===== src/rtl/decode_pkg.sv =====
// Shared decode definitions for the RV32I decode stage: opcode values,
// instruction field widths, the decoded-op enum and immediate formats.
package decode_pkg;

    localparam int unsigned INST_W = 32;
    localparam int unsigned OPC_W  = 7;
    localparam int unsigned REG_W  = 5;
    localparam int unsigned F3_W   = 3;
    localparam int unsigned F7_W   = 7;

    localparam logic [OPC_W-1:0] OPC_LUI    = 7'b0110111;
    localparam logic [OPC_W-1:0] OPC_AUIPC  = 7'b0010111;
    localparam logic [OPC_W-1:0] OPC_JAL    = 7'b1101111;
    localparam logic [OPC_W-1:0] OPC_JALR   = 7'b1100111;
    localparam logic [OPC_W-1:0] OPC_BRANCH = 7'b1100011;
    localparam logic [OPC_W-1:0] OPC_LOAD   = 7'b0000011;
    localparam logic [OPC_W-1:0] OPC_STORE  = 7'b0100011;
    localparam logic [OPC_W-1:0] OPC_OPIMM  = 7'b0010011;
    localparam logic [OPC_W-1:0] OPC_OP     = 7'b0110011;

    localparam logic [F7_W-1:0] F7_ZERO = 7'b0000000;
    localparam logic [F7_W-1:0] F7_ALT  = 7'b0100000;

    typedef enum logic [5:0] {
        OP_ILLEGAL = 6'd0,
        OP_LUI     = 6'd1,
        OP_AUIPC   = 6'd2,
        OP_JAL     = 6'd3,
        OP_JALR    = 6'd4,
        OP_BEQ     = 6'd5,
        OP_BNE     = 6'd6,
        OP_BLT     = 6'd7,
        OP_BGE     = 6'd8,
        OP_BLTU    = 6'd9,
        OP_BGEU    = 6'd10,
        OP_LW      = 6'd11,
        OP_SW      = 6'd12,
        OP_ADDI    = 6'd13,
        OP_SLTI    = 6'd14,
        OP_SLTIU   = 6'd15,
        OP_XORI    = 6'd16,
        OP_ORI     = 6'd17,
        OP_ANDI    = 6'd18,
        OP_SLLI    = 6'd19,
        OP_SRLI    = 6'd20,
        OP_SRAI    = 6'd21,
        OP_ADD     = 6'd22,
        OP_SUB     = 6'd23,
        OP_SLL     = 6'd24,
        OP_SLT     = 6'd25,
        OP_SLTU    = 6'd26,
        OP_XOR     = 6'd27,
        OP_SRL     = 6'd28,
        OP_SRA     = 6'd29,
        OP_OR      = 6'd30,
        OP_AND     = 6'd31
    } op_e;

    typedef enum logic [2:0] {
        IMM_NONE = 3'd0,
        IMM_I    = 3'd1,
        IMM_S    = 3'd2,
        IMM_B    = 3'd3,
        IMM_U    = 3'd4,
        IMM_J    = 3'd5
    } imm_fmt_e;

endpackage


===== src/rtl/decode_stage_if.sv =====
// FE latch, flush, writeback and DE latch signals of the decode stage.
// master = surrounding pipeline, slave = decode stage.
interface decode_stage_if #(
    parameter int unsigned XLEN = 32
);
    import decode_pkg::*;

    logic                fe_valid_i;
    logic [INST_W-1:0]   fe_inst_i;
    logic [XLEN-1:0]     fe_pc_i;
    logic [XLEN-1:0]     fe_pcplus_i;
    logic [31:0]         fe_icount_i;
    logic                flush_i;
    logic                wb_we_i;
    logic [REG_W-1:0]    wb_rd_i;
    logic [XLEN-1:0]     wb_data_i;

    logic                stall_fe_o;
    logic                de_valid_o;
    logic [5:0]          de_op_o;
    logic                de_we_o;
    logic [REG_W-1:0]    de_rd_o;
    logic [XLEN-1:0]     de_rs1_val_o;
    logic [XLEN-1:0]     de_rs2_val_o;
    logic [XLEN-1:0]     de_imm_o;
    logic [XLEN-1:0]     de_pc_o;
    logic [XLEN-1:0]     de_pcplus_o;
    logic [31:0]         de_icount_o;

    modport master (
        output fe_valid_i, fe_inst_i, fe_pc_i, fe_pcplus_i, fe_icount_i,
        output flush_i, wb_we_i, wb_rd_i, wb_data_i,
        input  stall_fe_o, de_valid_o, de_op_o, de_we_o, de_rd_o,
        input  de_rs1_val_o, de_rs2_val_o, de_imm_o, de_pc_o, de_pcplus_o, de_icount_o
    );

    modport slave (
        input  fe_valid_i, fe_inst_i, fe_pc_i, fe_pcplus_i, fe_icount_i,
        input  flush_i, wb_we_i, wb_rd_i, wb_data_i,
        output stall_fe_o, de_valid_o, de_op_o, de_we_o, de_rd_o,
        output de_rs1_val_o, de_rs2_val_o, de_imm_o, de_pc_o, de_pcplus_o, de_icount_o
    );

endinterface


===== src/rtl/decode_stage_regfile.sv =====
// Architectural register file: two async read ports, one sync write port,
// x0 hardwired to zero, same-cycle write bypassed onto the read ports.
module regfile_2r1w #(
    parameter int unsigned XLEN  = 32,
    parameter int unsigned NREGS = 32,
    parameter int unsigned AW    = 5
) (
    input  logic            clk,
    input  logic            reset,
    input  logic [AW-1:0]   raddr1_i,
    input  logic [AW-1:0]   raddr2_i,
    output logic [XLEN-1:0] rdata1_o,
    output logic [XLEN-1:0] rdata2_o,
    input  logic            we_i,
    input  logic [AW-1:0]   waddr_i,
    input  logic [XLEN-1:0] wdata_i
);

    logic [XLEN-1:0] regs_q [NREGS];
    logic [XLEN-1:0] regs_d [NREGS];

    // Next register contents: apply the writeback, never to x0.
    always_comb begin
        regs_d = regs_q;
        if (we_i && (waddr_i != '0)) begin
            regs_d[waddr_i] = wdata_i;
        end
    end

    // Register storage, cleared by async reset.
    always_ff @(posedge clk or posedge reset) begin
        if (reset) begin
            for (int unsigned r = 0; r < NREGS; r++) begin
                regs_q[r] <= '0;
            end
        end else begin
            regs_q <= regs_d;
        end
    end

    // Read ports with x0 forced to zero and writeback bypass.
    always_comb begin
        rdata1_o = '0;
        rdata2_o = '0;
        if (raddr1_i != '0) begin
            rdata1_o = (we_i && (waddr_i == raddr1_i)) ? wdata_i : regs_q[raddr1_i];
        end
        if (raddr2_i != '0) begin
            rdata2_o = (we_i && (waddr_i == raddr2_i)) ? wdata_i : regs_q[raddr2_i];
        end
    end

endmodule


===== src/rtl/decode_stage.sv =====
// RV32I decode stage: decodes the FE latch, reads operands, tracks in-flight
// writers per register, stalls FE on RAW hazards and drives the DE latch.
module decode_stage
    import decode_pkg::*;
#(
    parameter int unsigned XLEN      = 32,
    parameter int unsigned NREGS     = 32,
    parameter int unsigned SBCNTBITS = 2
) (
    input  logic           clk,
    input  logic           reset,
    decode_stage_if.slave  bus
);

    logic [INST_W-1:0] inst;
    logic [OPC_W-1:0]  opcode;
    logic [F3_W-1:0]   funct3;
    logic [F7_W-1:0]   funct7;
    logic [REG_W-1:0]  rd, rs1, rs2;

    assign inst   = bus.fe_inst_i;
    assign opcode = inst[6:0];
    assign rd     = inst[11:7];
    assign funct3 = inst[14:12];
    assign rs1    = inst[19:15];
    assign rs2    = inst[24:20];
    assign funct7 = inst[31:25];

    op_e             dec_op;
    imm_fmt_e        dec_fmt;
    logic            dec_writes, dec_use1, dec_use2, dec_we;
    logic [XLEN-1:0] dec_imm;
    logic [XLEN-1:0] rs1_val, rs2_val;

    // Opcode/funct decode into op, immediate format, rd write and rs use flags.
    always_comb begin
        dec_op     = OP_ILLEGAL;
        dec_fmt    = IMM_NONE;
        dec_writes = 1'b0;
        dec_use1   = 1'b0;
        dec_use2   = 1'b0;
        unique case (opcode)
            OPC_LUI:   begin dec_op = OP_LUI;   dec_fmt = IMM_U; dec_writes = 1'b1; end
            OPC_AUIPC: begin dec_op = OP_AUIPC; dec_fmt = IMM_U; dec_writes = 1'b1; end
            OPC_JAL:   begin dec_op = OP_JAL;   dec_fmt = IMM_J; dec_writes = 1'b1; end
            OPC_JALR: begin
                dec_fmt = IMM_I; dec_writes = 1'b1; dec_use1 = 1'b1;
                if (funct3 == 3'd0) dec_op = OP_JALR;
            end
            OPC_BRANCH: begin
                dec_fmt = IMM_B; dec_use1 = 1'b1; dec_use2 = 1'b1;
                case (funct3)
                    3'd0:    dec_op = OP_BEQ;
                    3'd1:    dec_op = OP_BNE;
                    3'd4:    dec_op = OP_BLT;
                    3'd5:    dec_op = OP_BGE;
                    3'd6:    dec_op = OP_BLTU;
                    3'd7:    dec_op = OP_BGEU;
                    default: dec_op = OP_ILLEGAL;
                endcase
            end
            OPC_LOAD: begin
                dec_fmt = IMM_I; dec_writes = 1'b1; dec_use1 = 1'b1;
                if (funct3 == 3'd2) dec_op = OP_LW;
            end
            OPC_STORE: begin
                dec_fmt = IMM_S; dec_use1 = 1'b1; dec_use2 = 1'b1;
                if (funct3 == 3'd2) dec_op = OP_SW;
            end
            OPC_OPIMM: begin
                dec_fmt = IMM_I; dec_writes = 1'b1; dec_use1 = 1'b1;
                case (funct3)
                    3'd0: dec_op = OP_ADDI;
                    3'd2: dec_op = OP_SLTI;
                    3'd3: dec_op = OP_SLTIU;
                    3'd4: dec_op = OP_XORI;
                    3'd6: dec_op = OP_ORI;
                    3'd7: dec_op = OP_ANDI;
                    3'd1: if (funct7 == F7_ZERO) dec_op = OP_SLLI;
                    default: begin
                        if (funct7 == F7_ZERO)     dec_op = OP_SRLI;
                        else if (funct7 == F7_ALT) dec_op = OP_SRAI;
                    end
                endcase
            end
            OPC_OP: begin
                dec_writes = 1'b1; dec_use1 = 1'b1; dec_use2 = 1'b1;
                case ({funct7, funct3})
                    {F7_ZERO, 3'd0}: dec_op = OP_ADD;
                    {F7_ALT,  3'd0}: dec_op = OP_SUB;
                    {F7_ZERO, 3'd1}: dec_op = OP_SLL;
                    {F7_ZERO, 3'd2}: dec_op = OP_SLT;
                    {F7_ZERO, 3'd3}: dec_op = OP_SLTU;
                    {F7_ZERO, 3'd4}: dec_op = OP_XOR;
                    {F7_ZERO, 3'd5}: dec_op = OP_SRL;
                    {F7_ALT,  3'd5}: dec_op = OP_SRA;
                    {F7_ZERO, 3'd6}: dec_op = OP_OR;
                    {F7_ZERO, 3'd7}: dec_op = OP_AND;
                    default:         dec_op = OP_ILLEGAL;
                endcase
            end
            default: dec_op = OP_ILLEGAL;
        endcase
        // Illegal encodings neither write nor read registers.
        if (dec_op == OP_ILLEGAL) begin
            dec_fmt    = IMM_NONE;
            dec_writes = 1'b0;
            dec_use1   = 1'b0;
            dec_use2   = 1'b0;
        end
        dec_we = dec_writes && (rd != '0);
    end

    // Sign-extended immediate selected by format.
    always_comb begin
        dec_imm = '0;
        case (dec_fmt)
            IMM_I:   dec_imm = XLEN'($signed(inst[31:20]));
            IMM_S:   dec_imm = XLEN'($signed({inst[31:25], inst[11:7]}));
            IMM_B:   dec_imm = XLEN'($signed({inst[31], inst[7], inst[30:25], inst[11:8], 1'b0}));
            IMM_U:   dec_imm = XLEN'($signed({inst[31:12], 12'h000}));
            IMM_J:   dec_imm = XLEN'($signed({inst[31], inst[19:12], inst[20], inst[30:21], 1'b0}));
            default: dec_imm = '0;
        endcase
    end

    regfile_2r1w #(
        .XLEN  (XLEN),
        .NREGS (NREGS),
        .AW    (REG_W)
    ) u_regfile (
        .clk      (clk),
        .reset    (reset),
        .raddr1_i (rs1),
        .raddr2_i (rs2),
        .rdata1_o (rs1_val),
        .rdata2_o (rs2_val),
        .we_i     (bus.wb_we_i),
        .waddr_i  (bus.wb_rd_i),
        .wdata_i  (bus.wb_data_i)
    );

    logic [SBCNTBITS-1:0] sb_cnt_q [NREGS];
    logic [SBCNTBITS-1:0] sb_cnt_d [NREGS];
    logic                 haz_rs1, haz_rs2, hazard, latch_insn, sb_inc, sb_dec;

    // RAW hazard: a source still has a pending writer after this cycle's retire.
    always_comb begin
        haz_rs1 = dec_use1 && (sb_cnt_q[rs1] != '0) &&
                  !(bus.wb_we_i && (bus.wb_rd_i == rs1) && (sb_cnt_q[rs1] == SBCNTBITS'(1)));
        haz_rs2 = dec_use2 && (sb_cnt_q[rs2] != '0) &&
                  !(bus.wb_we_i && (bus.wb_rd_i == rs2) && (sb_cnt_q[rs2] == SBCNTBITS'(1)));
        hazard     = bus.fe_valid_i && (haz_rs1 || haz_rs2);
        latch_insn = bus.fe_valid_i && !hazard && !bus.flush_i;
        sb_inc     = latch_insn && dec_we;
        sb_dec     = bus.wb_we_i && (bus.wb_rd_i != '0);
    end

    assign bus.stall_fe_o = hazard && !bus.flush_i;

    // Scoreboard update: +1 on issue, -1 on retire, saturating at both ends.
    always_comb begin
        sb_cnt_d = sb_cnt_q;
        for (int unsigned r = 1; r < NREGS; r++) begin
            if (sb_inc && (rd == REG_W'(r)) && !(sb_dec && (bus.wb_rd_i == REG_W'(r)))) begin
                if (sb_cnt_q[r] != '1) sb_cnt_d[r] = sb_cnt_q[r] + SBCNTBITS'(1);
            end else if (sb_dec && (bus.wb_rd_i == REG_W'(r)) && !(sb_inc && (rd == REG_W'(r)))) begin
                if (sb_cnt_q[r] != '0) sb_cnt_d[r] = sb_cnt_q[r] - SBCNTBITS'(1);
            end
        end
    end

    // Scoreboard counters, cleared by async reset.
    always_ff @(posedge clk or posedge reset) begin
        if (reset) begin
            for (int unsigned r = 0; r < NREGS; r++) begin
                sb_cnt_q[r] <= '0;
            end
        end else begin
            sb_cnt_q <= sb_cnt_d;
        end
    end

    sb_no_underflow: assert property (@(posedge clk) disable iff (reset)
        !(sb_dec && !(sb_inc && (rd == bus.wb_rd_i)) && (sb_cnt_q[bus.wb_rd_i] == '0)));

    logic              de_valid_q, de_valid_d;
    op_e               de_op_q, de_op_d;
    logic              de_we_q, de_we_d;
    logic [REG_W-1:0]  de_rd_q, de_rd_d;
    logic [XLEN-1:0]   de_rs1_q, de_rs1_d, de_rs2_q, de_rs2_d, de_imm_q, de_imm_d;
    logic [XLEN-1:0]   de_pc_q, de_pc_d, de_pcplus_q, de_pcplus_d;
    logic [31:0]       de_icount_q, de_icount_d;

    // DE latch next value: the decoded insn, or an all-zero bubble.
    always_comb begin
        de_valid_d  = 1'b0;
        de_op_d     = OP_ILLEGAL;
        de_we_d     = 1'b0;
        de_rd_d     = '0;
        de_rs1_d    = '0;
        de_rs2_d    = '0;
        de_imm_d    = '0;
        de_pc_d     = '0;
        de_pcplus_d = '0;
        de_icount_d = '0;
        if (latch_insn) begin
            de_valid_d  = 1'b1;
            de_op_d     = dec_op;
            de_we_d     = dec_we;
            de_rd_d     = rd;
            de_rs1_d    = rs1_val;
            de_rs2_d    = rs2_val;
            de_imm_d    = dec_imm;
            de_pc_d     = bus.fe_pc_i;
            de_pcplus_d = bus.fe_pcplus_i;
            de_icount_d = bus.fe_icount_i;
        end
    end

    // DE latch registers.
    always_ff @(posedge clk or posedge reset) begin
        if (reset) begin
            de_valid_q  <= 1'b0;
            de_op_q     <= OP_ILLEGAL;
            de_we_q     <= 1'b0;
            de_rd_q     <= '0;
            de_rs1_q    <= '0;
            de_rs2_q    <= '0;
            de_imm_q    <= '0;
            de_pc_q     <= '0;
            de_pcplus_q <= '0;
            de_icount_q <= '0;
        end else begin
            de_valid_q  <= de_valid_d;
            de_op_q     <= de_op_d;
            de_we_q     <= de_we_d;
            de_rd_q     <= de_rd_d;
            de_rs1_q    <= de_rs1_d;
            de_rs2_q    <= de_rs2_d;
            de_imm_q    <= de_imm_d;
            de_pc_q     <= de_pc_d;
            de_pcplus_q <= de_pcplus_d;
            de_icount_q <= de_icount_d;
        end
    end

    assign bus.de_valid_o   = de_valid_q;
    assign bus.de_op_o      = de_op_q;
    assign bus.de_we_o      = de_we_q;
    assign bus.de_rd_o      = de_rd_q;
    assign bus.de_rs1_val_o = de_rs1_q;
    assign bus.de_rs2_val_o = de_rs2_q;
    assign bus.de_imm_o     = de_imm_q;
    assign bus.de_pc_o      = de_pc_q;
    assign bus.de_pcplus_o  = de_pcplus_q;
    assign bus.de_icount_o  = de_icount_q;

endmodule

===== src/flat_wrapper.sv =====
// flat-port wrapper written by rule: the top's interface ports become plain ports
module decode_stage_flat import decode_pkg::*;
#(
    parameter int unsigned XLEN      = 32,
    parameter int unsigned NREGS     = 32,
    parameter int unsigned SBCNTBITS = 2
)
  (clk, reset, bus_fe_valid_i, bus_fe_inst_i, bus_fe_pc_i, bus_fe_pcplus_i, bus_fe_icount_i, bus_flush_i, bus_wb_we_i, bus_wb_rd_i, bus_wb_data_i, bus_stall_fe_o, bus_de_valid_o, bus_de_op_o, bus_de_we_o, bus_de_rd_o, bus_de_rs1_val_o, bus_de_rs2_val_o, bus_de_imm_o, bus_de_pc_o, bus_de_pcplus_o, bus_de_icount_o);
  decode_stage_if #(.XLEN(XLEN)) bus_i ();
  input  logic clk;
  input  logic reset;
  input wire logic [$bits(bus_i.fe_valid_i)-1:0] bus_fe_valid_i;
  input wire logic [$bits(bus_i.fe_inst_i)-1:0] bus_fe_inst_i;
  input wire logic [$bits(bus_i.fe_pc_i)-1:0] bus_fe_pc_i;
  input wire logic [$bits(bus_i.fe_pcplus_i)-1:0] bus_fe_pcplus_i;
  input wire logic [$bits(bus_i.fe_icount_i)-1:0] bus_fe_icount_i;
  input wire logic [$bits(bus_i.flush_i)-1:0] bus_flush_i;
  input wire logic [$bits(bus_i.wb_we_i)-1:0] bus_wb_we_i;
  input wire logic [$bits(bus_i.wb_rd_i)-1:0] bus_wb_rd_i;
  input wire logic [$bits(bus_i.wb_data_i)-1:0] bus_wb_data_i;
  output wire logic [$bits(bus_i.stall_fe_o)-1:0] bus_stall_fe_o;
  output wire logic [$bits(bus_i.de_valid_o)-1:0] bus_de_valid_o;
  output wire logic [$bits(bus_i.de_op_o)-1:0] bus_de_op_o;
  output wire logic [$bits(bus_i.de_we_o)-1:0] bus_de_we_o;
  output wire logic [$bits(bus_i.de_rd_o)-1:0] bus_de_rd_o;
  output wire logic [$bits(bus_i.de_rs1_val_o)-1:0] bus_de_rs1_val_o;
  output wire logic [$bits(bus_i.de_rs2_val_o)-1:0] bus_de_rs2_val_o;
  output wire logic [$bits(bus_i.de_imm_o)-1:0] bus_de_imm_o;
  output wire logic [$bits(bus_i.de_pc_o)-1:0] bus_de_pc_o;
  output wire logic [$bits(bus_i.de_pcplus_o)-1:0] bus_de_pcplus_o;
  output wire logic [$bits(bus_i.de_icount_o)-1:0] bus_de_icount_o;
  assign bus_i.fe_valid_i = bus_fe_valid_i;
  assign bus_i.fe_inst_i = bus_fe_inst_i;
  assign bus_i.fe_pc_i = bus_fe_pc_i;
  assign bus_i.fe_pcplus_i = bus_fe_pcplus_i;
  assign bus_i.fe_icount_i = bus_fe_icount_i;
  assign bus_i.flush_i = bus_flush_i;
  assign bus_i.wb_we_i = bus_wb_we_i;
  assign bus_i.wb_rd_i = bus_wb_rd_i;
  assign bus_i.wb_data_i = bus_wb_data_i;
  assign bus_stall_fe_o = bus_i.stall_fe_o;
  assign bus_de_valid_o = bus_i.de_valid_o;
  assign bus_de_op_o = bus_i.de_op_o;
  assign bus_de_we_o = bus_i.de_we_o;
  assign bus_de_rd_o = bus_i.de_rd_o;
  assign bus_de_rs1_val_o = bus_i.de_rs1_val_o;
  assign bus_de_rs2_val_o = bus_i.de_rs2_val_o;
  assign bus_de_imm_o = bus_i.de_imm_o;
  assign bus_de_pc_o = bus_i.de_pc_o;
  assign bus_de_pcplus_o = bus_i.de_pcplus_o;
  assign bus_de_icount_o = bus_i.de_icount_o;
  decode_stage #(.XLEN(XLEN), .NREGS(NREGS), .SBCNTBITS(SBCNTBITS)) u_core (.clk(clk), .reset(reset), .bus(bus_i));
endmodule

===== config.mk =====
export PLATFORM = sky130hd
export DESIGN_NAME = decode_stage_flat
export DESIGN_NICKNAME = d
export VERILOG_FILES = /design/src/rtl/decode_pkg.sv /design/src/rtl/decode_stage_if.sv /design/src/rtl/decode_stage_regfile.sv /design/src/rtl/decode_stage.sv /design/src/flat_wrapper.sv
export SDC_FILE = /design/constraint.sdc
export NUM_CORES = 2
export LEC_CHECK = 0
export ABC_CLOCK_PERIOD_IN_PS = 98100
export CAP_MARGIN = 10
export CORE_UTILIZATION = 45
export CTS_CLUSTER_DIAMETER = 30
export DETAILED_ROUTE_END_ITERATION = 10
export GPL_TIMING_DRIVEN = 0
export MAX_ROUTING_LAYER = met4
export PLACE_DENSITY_LB_ADDON = 0.08
export SYNTH_ARGS = -nofsm -noshare
export SYNTH_HDL_FRONTEND = slang
export SYNTH_SLANG_ARGS = --single-unit

===== constraint.sdc =====
create_clock -name clk -period 98.1 [get_ports clk]
set_input_delay 9.81 -clock clk [delete_from_list [all_inputs] [get_ports clk]]
set_output_delay 9.81 -clock clk [all_outputs]
set_load 0.005 [all_outputs]

# ---- Yosys cells after proc, flatten, opt, wreduce, memory -nomap -nowiden
# Index checks and enable logic that the tools add are counted.
dict set report classes {
  reduce_logical 346
  add_sub_neg 62
  eq_ne 159
  magnitude_cmp 4
  bitwise 3
  muxes 172
}
# op n
set ops {}
lappend ops {{bitwise mux 1024 bit} 1}
lappend ops {{2-to-1 mux 32 bit} 15}
lappend ops {{binary-select mux 32 bit (select 5 bit)} 2}
lappend ops {{2-to-1 mux 2 bit} 128}
lappend ops {{nonzero test 2 bit} 95}
lappend ops {{demux 32 bit (select 5 bit)} 1}
lappend ops {{== test 5 bit (second input constant)} 32}
lappend ops {{one-hot mux 32 bit (5 select lines)} 1}
lappend ops {{logical AND 1 bit} 140}
lappend ops {{inequality test 2 bit (second input constant)} 62}
lappend ops {{AND reduction 3 bit} 31}
lappend ops {{== test 5 x 4 -> 1 bit (second input constant)} 16}
lappend ops {{zero test 1 bit} 66}
lappend ops {{adder 2 x 1 -> 2 bit (second input constant)} 31}
lappend ops {{subtractor 2 x 1 -> 2 bit (second input constant)} 31}
lappend ops {{one-hot mux 6 bit (9 select lines)} 1}
lappend ops {{one-hot mux 5 bit (10 select lines)} 1}
lappend ops {{one-hot mux 6 bit (7 select lines)} 1}
lappend ops {{== test 10 x 3 -> 1 bit (second input constant)} 4}
lappend ops {{== test 5 x 3 -> 1 bit (second input constant)} 8}
lappend ops {{== test 7 x 6 -> 1 bit (second input constant)} 4}
lappend ops {{one-hot mux 4 bit (6 select lines)} 1}
lappend ops {{== test 7 bit (second input constant)} 3}
lappend ops {{binary-select mux 2 bit (select 5 bit)} 2}
lappend ops {{other kinds (31)} 69}
dict set report word_totals {
  reg_bits 1291
  out_inout_bits 206
  word_cells 819
}

# ---- Longest topological paths before layout
dict set report logic_depth {
  word_depth 20
  ltp_mapped 12
}

# ---- Cells and area by module
# Synthesis repeated with hierarchy kept, for this count alone.
dict set report hier_totals {
  cells_unflattened 4991
  area_unflattened_um2 67477.2
}
# module n_inst area_each_um2 cells_each seq_area_each_um2
set by_module_without_submodules {}
lappend by_module_without_submodules {regfile_2r1w 1 54926.4 3847 25624.6}
lappend by_module_without_submodules {decode_stage 1 12550.8 1144 6656.4}

# ---- Worst setup path before layout
# Ideal clock, no wire load.
dict set report synth_timing {
  kind {input to output}
  startpoint {input port bus_fe_inst_i[20]}
  endpoint {output port bus_stall_fe_o}
  cell_stages 9
  n_path_buf 3
  path_slack_ns 76.472
  arrival_time_ns 11.818
  required_ns 88.290
  path_cell_list {buf_6 > buf_6 > mux4_2 > o211ai_2 > a32oi_2 > o211ai_4 > a21bo_2 > clkbuf_1 > nor2_1}
}
dict set report synth_via {
  elab_chain_cells 11
  word_cells_on_any_way 15
}
# element line
set synth_rtl {}
lappend synth_rtl {{from (decl)} flat_wrapper.sv:13} ;# input wire logic [$bits(bus_i.fe_inst_i)-1:0] bus_fe_inst_i;
lappend synth_rtl {{NOT 5 -> 6 bit (implied by the code)} {decode_stage.sv:151, decode_stage.sv:152}}
lappend synth_rtl {{binary-select mux 2 bit (select 5 bit)} {decode_stage.sv:151, decode_stage.sv:152}}
lappend synth_rtl {{2-to-1 mux 2 bit (implied by the code) (2 in a row)} {decode_stage.sv:151, decode_stage.sv:152}}
lappend synth_rtl {{== test 2 x 1 -> 1 bit} decode_stage.sv:152} ;# !(bus.wb_we_i && (bus.wb_rd_i == rs2) && (sb_cnt_q[rs2] == SBCNTBITS'(1)));
lappend synth_rtl {{logical AND 1 bit} decode_stage.sv:152}
lappend synth_rtl {{zero test 1 bit} decode_stage.sv:152}
lappend synth_rtl {{logical AND 1 bit (*)} decode_stage.sv:151} ;# haz_rs2 = dec_use2 && (sb_cnt_q[rs2] != '0) &&
lappend synth_rtl {{logical OR 1 bit (*)} decode_stage.sv:153} ;# hazard = bus.fe_valid_i && (haz_rs1 || haz_rs2);
lappend synth_rtl {{logical AND 1 bit (*)} decode_stage.sv:153}
lappend synth_rtl {{logical AND 1 bit (*)} decode_stage.sv:159} ;# assign bus.stall_fe_o = hazard && !bus.flush_i;
lappend synth_rtl {{to (decl)} flat_wrapper.sv:21} ;# output wire logic [$bits(bus_i.stall_fe_o)-1:0] bus_stall_fe_o;
# Every way passes the cells marked *; elsewhere a longest branch is shown, timed or not. The select of a mux whose other input is x is not followed.

# ---- Final worst setup path
dict set report layout_timing {
  startpoint {input port bus_fe_inst_i[15]}
  endpoint {output port bus_stall_fe_o}
}
dict set report layout_via {
  elab_chain_cells 11
  word_cells_on_any_way 15
}
# element line
set layout_rtl {}
lappend layout_rtl {{NOT 5 -> 6 bit (implied by the code)} {decode_stage.sv:149, decode_stage.sv:150}}
lappend layout_rtl {{binary-select mux 2 bit (select 5 bit)} {decode_stage.sv:149, decode_stage.sv:150}}
lappend layout_rtl {{2-to-1 mux 2 bit (implied by the code) (2 in a row)} {decode_stage.sv:149, decode_stage.sv:150}}
lappend layout_rtl {{== test 2 x 1 -> 1 bit} decode_stage.sv:150} ;# !(bus.wb_we_i && (bus.wb_rd_i == rs1) && (sb_cnt_q[rs1] == SBCNTBITS'(1)));
lappend layout_rtl {{logical AND 1 bit} decode_stage.sv:150}
lappend layout_rtl {{zero test 1 bit} decode_stage.sv:150}
lappend layout_rtl {{logical AND 1 bit (*)} decode_stage.sv:149} ;# haz_rs1 = dec_use1 && (sb_cnt_q[rs1] != '0) &&
lappend layout_rtl {{logical OR 1 bit (*)} decode_stage.sv:153}
lappend layout_rtl {{logical AND 1 bit (*)} decode_stage.sv:153}
lappend layout_rtl {{logical AND 1 bit (*)} decode_stage.sv:159}
# Marks and branches as above.

==> results.cfg <==
[synthesis]
async_reset_ff_share_pct = 100
syn-num-nets = 4639
synth_edf_count = 0
synth_common_cells = 1290 x dfrtp_1, 979 x mux2_2, 667 x mux4_2
synth_seq_cells = 1290
synthCells = 4469
syn_area_per_cell_um2 = 15.0
synth_adder_area_share_pct = 0
synth-simple-area-share_pct = 4.13
synth_xor_xnor_area_share_pct = 0.157
synth_ff_type = dfrtp_1
syn-cell-area_um2 = 66900
synth_compound_gate_area_share_pct = 2.97
yosys.area.top_type = dfrtp_1
yosysWarnings = 0
seq_area_frac_synth_pct = 48.3
muxShareOfSynthArea_pct = 41.2
yosysMostFrequentCell = dfrtp_1
synth_top_family_by_area = multiplexers
synth.distinct_cells = 69
synth_top_area_share_pct = 48.3
yosys-top-cells-area = dfrtp_1 48%, mux4_2 22%, mux2_2 16%, mux2i_1 2.3%, clkbuf_1 2.1%

[clock_network]
cts_tree = done
post_cts_resized = 0
h-tree-depth = 5
clk_latency_ps = 890
cts_root_buf = clkbuf_16
cts_hold_buf = 0
cts.sinks = 1290
cts_setup_buffers = 0
clk_pin_slew_ps = 40
ctsLongestPathBuffers = 4
cts_buffers = 336

[critical_path]
endpoint_kind = output port
path_buf_inv = 5
required_ps = 88290
slowest_stage = clkdlybuf4s50_1
crit_family = buffers and inverters
worstSetupStartpointType = primary input
r2r_cells = 10
worstSetupPathType = primary input to output port
cpMostUsedCell = clkdlybuf4s50_1
rrSetupSlack_ps = 94140
worst-path-stages = 12
critPathMaxStageDelay_ps = 710
cp.arrival_ps = 13750
path_cells = clkdlybuf4s50_1, buf_4, buf_2, xor2_1, nor4_1, a211oi_1, nand4_1, o211ai_4, a21bo_2, clkbuf_1, nor2_1, clkdlybuf4s50_1
worstPathMaxFanout = 10

[layout]
area_delta_synth_final_pct = 28.0
drive_gt1_share_pct = 43.8
multiInputGateArea_um2 = 32500
register_area_um2 = 32300
final_core_util_pct = 58.0
fin_nets = 5396
fill_cells = 11700

[route]
vias_per_cell = 6.20
drt_first_pass_iters = 6
drc = 0
via_count = 46000
wl_um = 240000
drtIter0Drc = 4257
drt-wirelength-per-cell_um = 32.3
ant_nets = 0

[timing]
setup_viol = 0
hold_violations = 0
fin_crit_sh_pct = 24.0
layout_setup_ws_ps = 74540
worst_pin_slew_ps = 1450
slew_headroom_pct = 3.26
drv_slew = 0
tns_ps = 0
clock_skew_ps = 37.2
fmax_mhz = 42.5
fin_hold_ws_ps = 471
fin_crit_ps = 23560
rsz0062_at_grt = no

[global_routing]
grt_max_degree = 119
grt_pass1_vias = 47400
grt-ovfl-total = 0
grt_pass1_wl_um = 344000
track_usage_pct = 33.3
grt_antenna_before_repair = 12

[floorplan]
die_height_um = 387
coreArea_um2 = 148000
fp.dieW_um = 387
initial_core_util_pct = 45.3
io_pins = 376
die_area_um2 = 150000
rows = 141

[min_path]
hold_depth = 1
hp-class = register to register

[power_and_ir_drop]
power_leakage_nw = 37.0
p_per_area_nw_per_um2 = 24.5
ir_drop_v = 0.0000184

[placed_design]
dp_slack_ps = 74650
dp_hpwl_um = 169000
routabilityCongestion = 0.921
port_buffers = 357

[run]
maxCapViolations = 0

[status]
run_status = complete, no violations
-- sequential cells by signal, indices dropped and copies added, names as in the netlist --
name,cells
u_core.bus.de_op_o,5
u_core.bus.de_rd_o,5
u_core.sb_cnt_q,62
u_core.bus.de_pc_o,32
u_core.bus.de_valid_o,1
u_core.bus.de_rs1_val_o,32
u_core.bus.de_icount_o,32
u_core.u_regfile.regs_q,1024
u_core.bus.de_we_o,1
u_core.bus.de_rs2_val_o,32
u_core.bus.de_imm_o,32
u_core.bus.de_pcplus_o,32
-- kinds of logic after synthesis --
family | Yosys count
mux | 1799
flops | 1290
simple gates | 561
buf+inv | 530
compound gates | 276
xor+xnor | 12
other cells | 1
-- final timing paths --
| path | start | end |
|---|---|---|
| max in group asynchronous | reset | u_core.u_regfile.regs_q[202]$_DFFE_PP0P_ |
| setup reg to reg | u_core.sb_cnt_q[19]$_DFFE_PP0P_ | u_core.bus.de_rs1_val_o[18]$_DFF_PP0_ |
| setup / recovery | bus_fe_inst_i[15] | bus_stall_fe_o |
| hold reg to reg | u_core.u_regfile.regs_q[1013]$_DFFE_PP0P_ | u_core.u_regfile.regs_q[1013]$_DFFE_PP0P_ |
| hold / removal | u_core.u_regfile.regs_q[1013]$_DFFE_PP0P_ | u_core.u_regfile.regs_q[1013]$_DFFE_PP0P_ |
| min in group asynchronous | reset | u_core.u_regfile.regs_q[893]$_DFFE_PP0P_ |
-- power breakdown --
| group | switching (mW) | leakage (nW) | internal, mW |
|---|---|---|---|
| Clock | 0.330 | 5.65 | 0.788 |
| Combinational | 0.119 | 14.6 | 0.178 |
| Sequential | 0.0593 | 16.7 | 0.620 |
| Total | 0.508 | 37.0 | 1.59 |
-- metal layers --
layer,vias to the layer above,part of all wire [%],track usage (%)
met5,-,0,-
met4,0,4.8,15.3
met3,582,7.9,7.74
met2,2156,46,48.6
met1,24600,42,44.1
li1,18800,-,-
-- final cells by class --
class,count,area share (%)
clock buffer,441,11.0
timing repair buffer,419,5.50
sequential,1290,37.7
clock inverter,151,2.42
inverter,45,0.206
multi-input combinational,2649,37.9
antenna,13,0.0380
buffer,485,2.34
tap,1930,2.82
-- metrics by stage --
step                std cells  power, mW  area [um2]
CTS                      7402       2.10       85400
finish                   7423       2.09       85600
detailed placement       6810      0.980       73900
global placement         6756      0.971       72900
floorplan                4469      0.884       66900
global route             7422       2.16       85600
-- cells in the final DEF (no fill, tap or decap), drive strengths merged, types with 3 or more instances in the layout --
| cell type | Yosys | layout |
|---|---|---|
| o21a | 6 | 6 |
| nand2 | 178 | 178 |
| clkdlybuf4s50 | 0 | 357 |
| mux2i | 153 | 153 |
| nor4 | 5 | 5 |
| mux2 | 979 | 979 |
| a211oi | 91 | 91 |
| nor3 | 15 | 15 |
| inv | 45 | 59 |
| nand3 | 44 | 44 |
| nand3b | 8 | 8 |
| and3b | 3 | 3 |
| mux4 | 667 | 667 |
| dfrtp | 1290 | 1290 |
| nor2 | 119 | 119 |
| o21bai | 6 | 6 |
| clkinvlp | 0 | 20 |
| xnor2 | 3 | 3 |
| xor2 | 9 | 9 |
| or2 | 4 | 4 |
| nor2b | 12 | 12 |
| nor3b | 6 | 6 |
| clkbuf | 369 | 810 |
| a21oi | 85 | 85 |
| a211o | 11 | 11 |
| and2 | 12 | 12 |
| o211ai | 5 | 5 |
| bufinv | 0 | 45 |
| o21ai | 49 | 49 |
| nand2b | 17 | 17 |
| and3 | 124 | 124 |
| clkinv | 0 | 72 |
| buf | 116 | 178 |
| nand4 | 5 | 5 |
| diode | 0 | 13 |
Power figures use the tool's default switching activity.
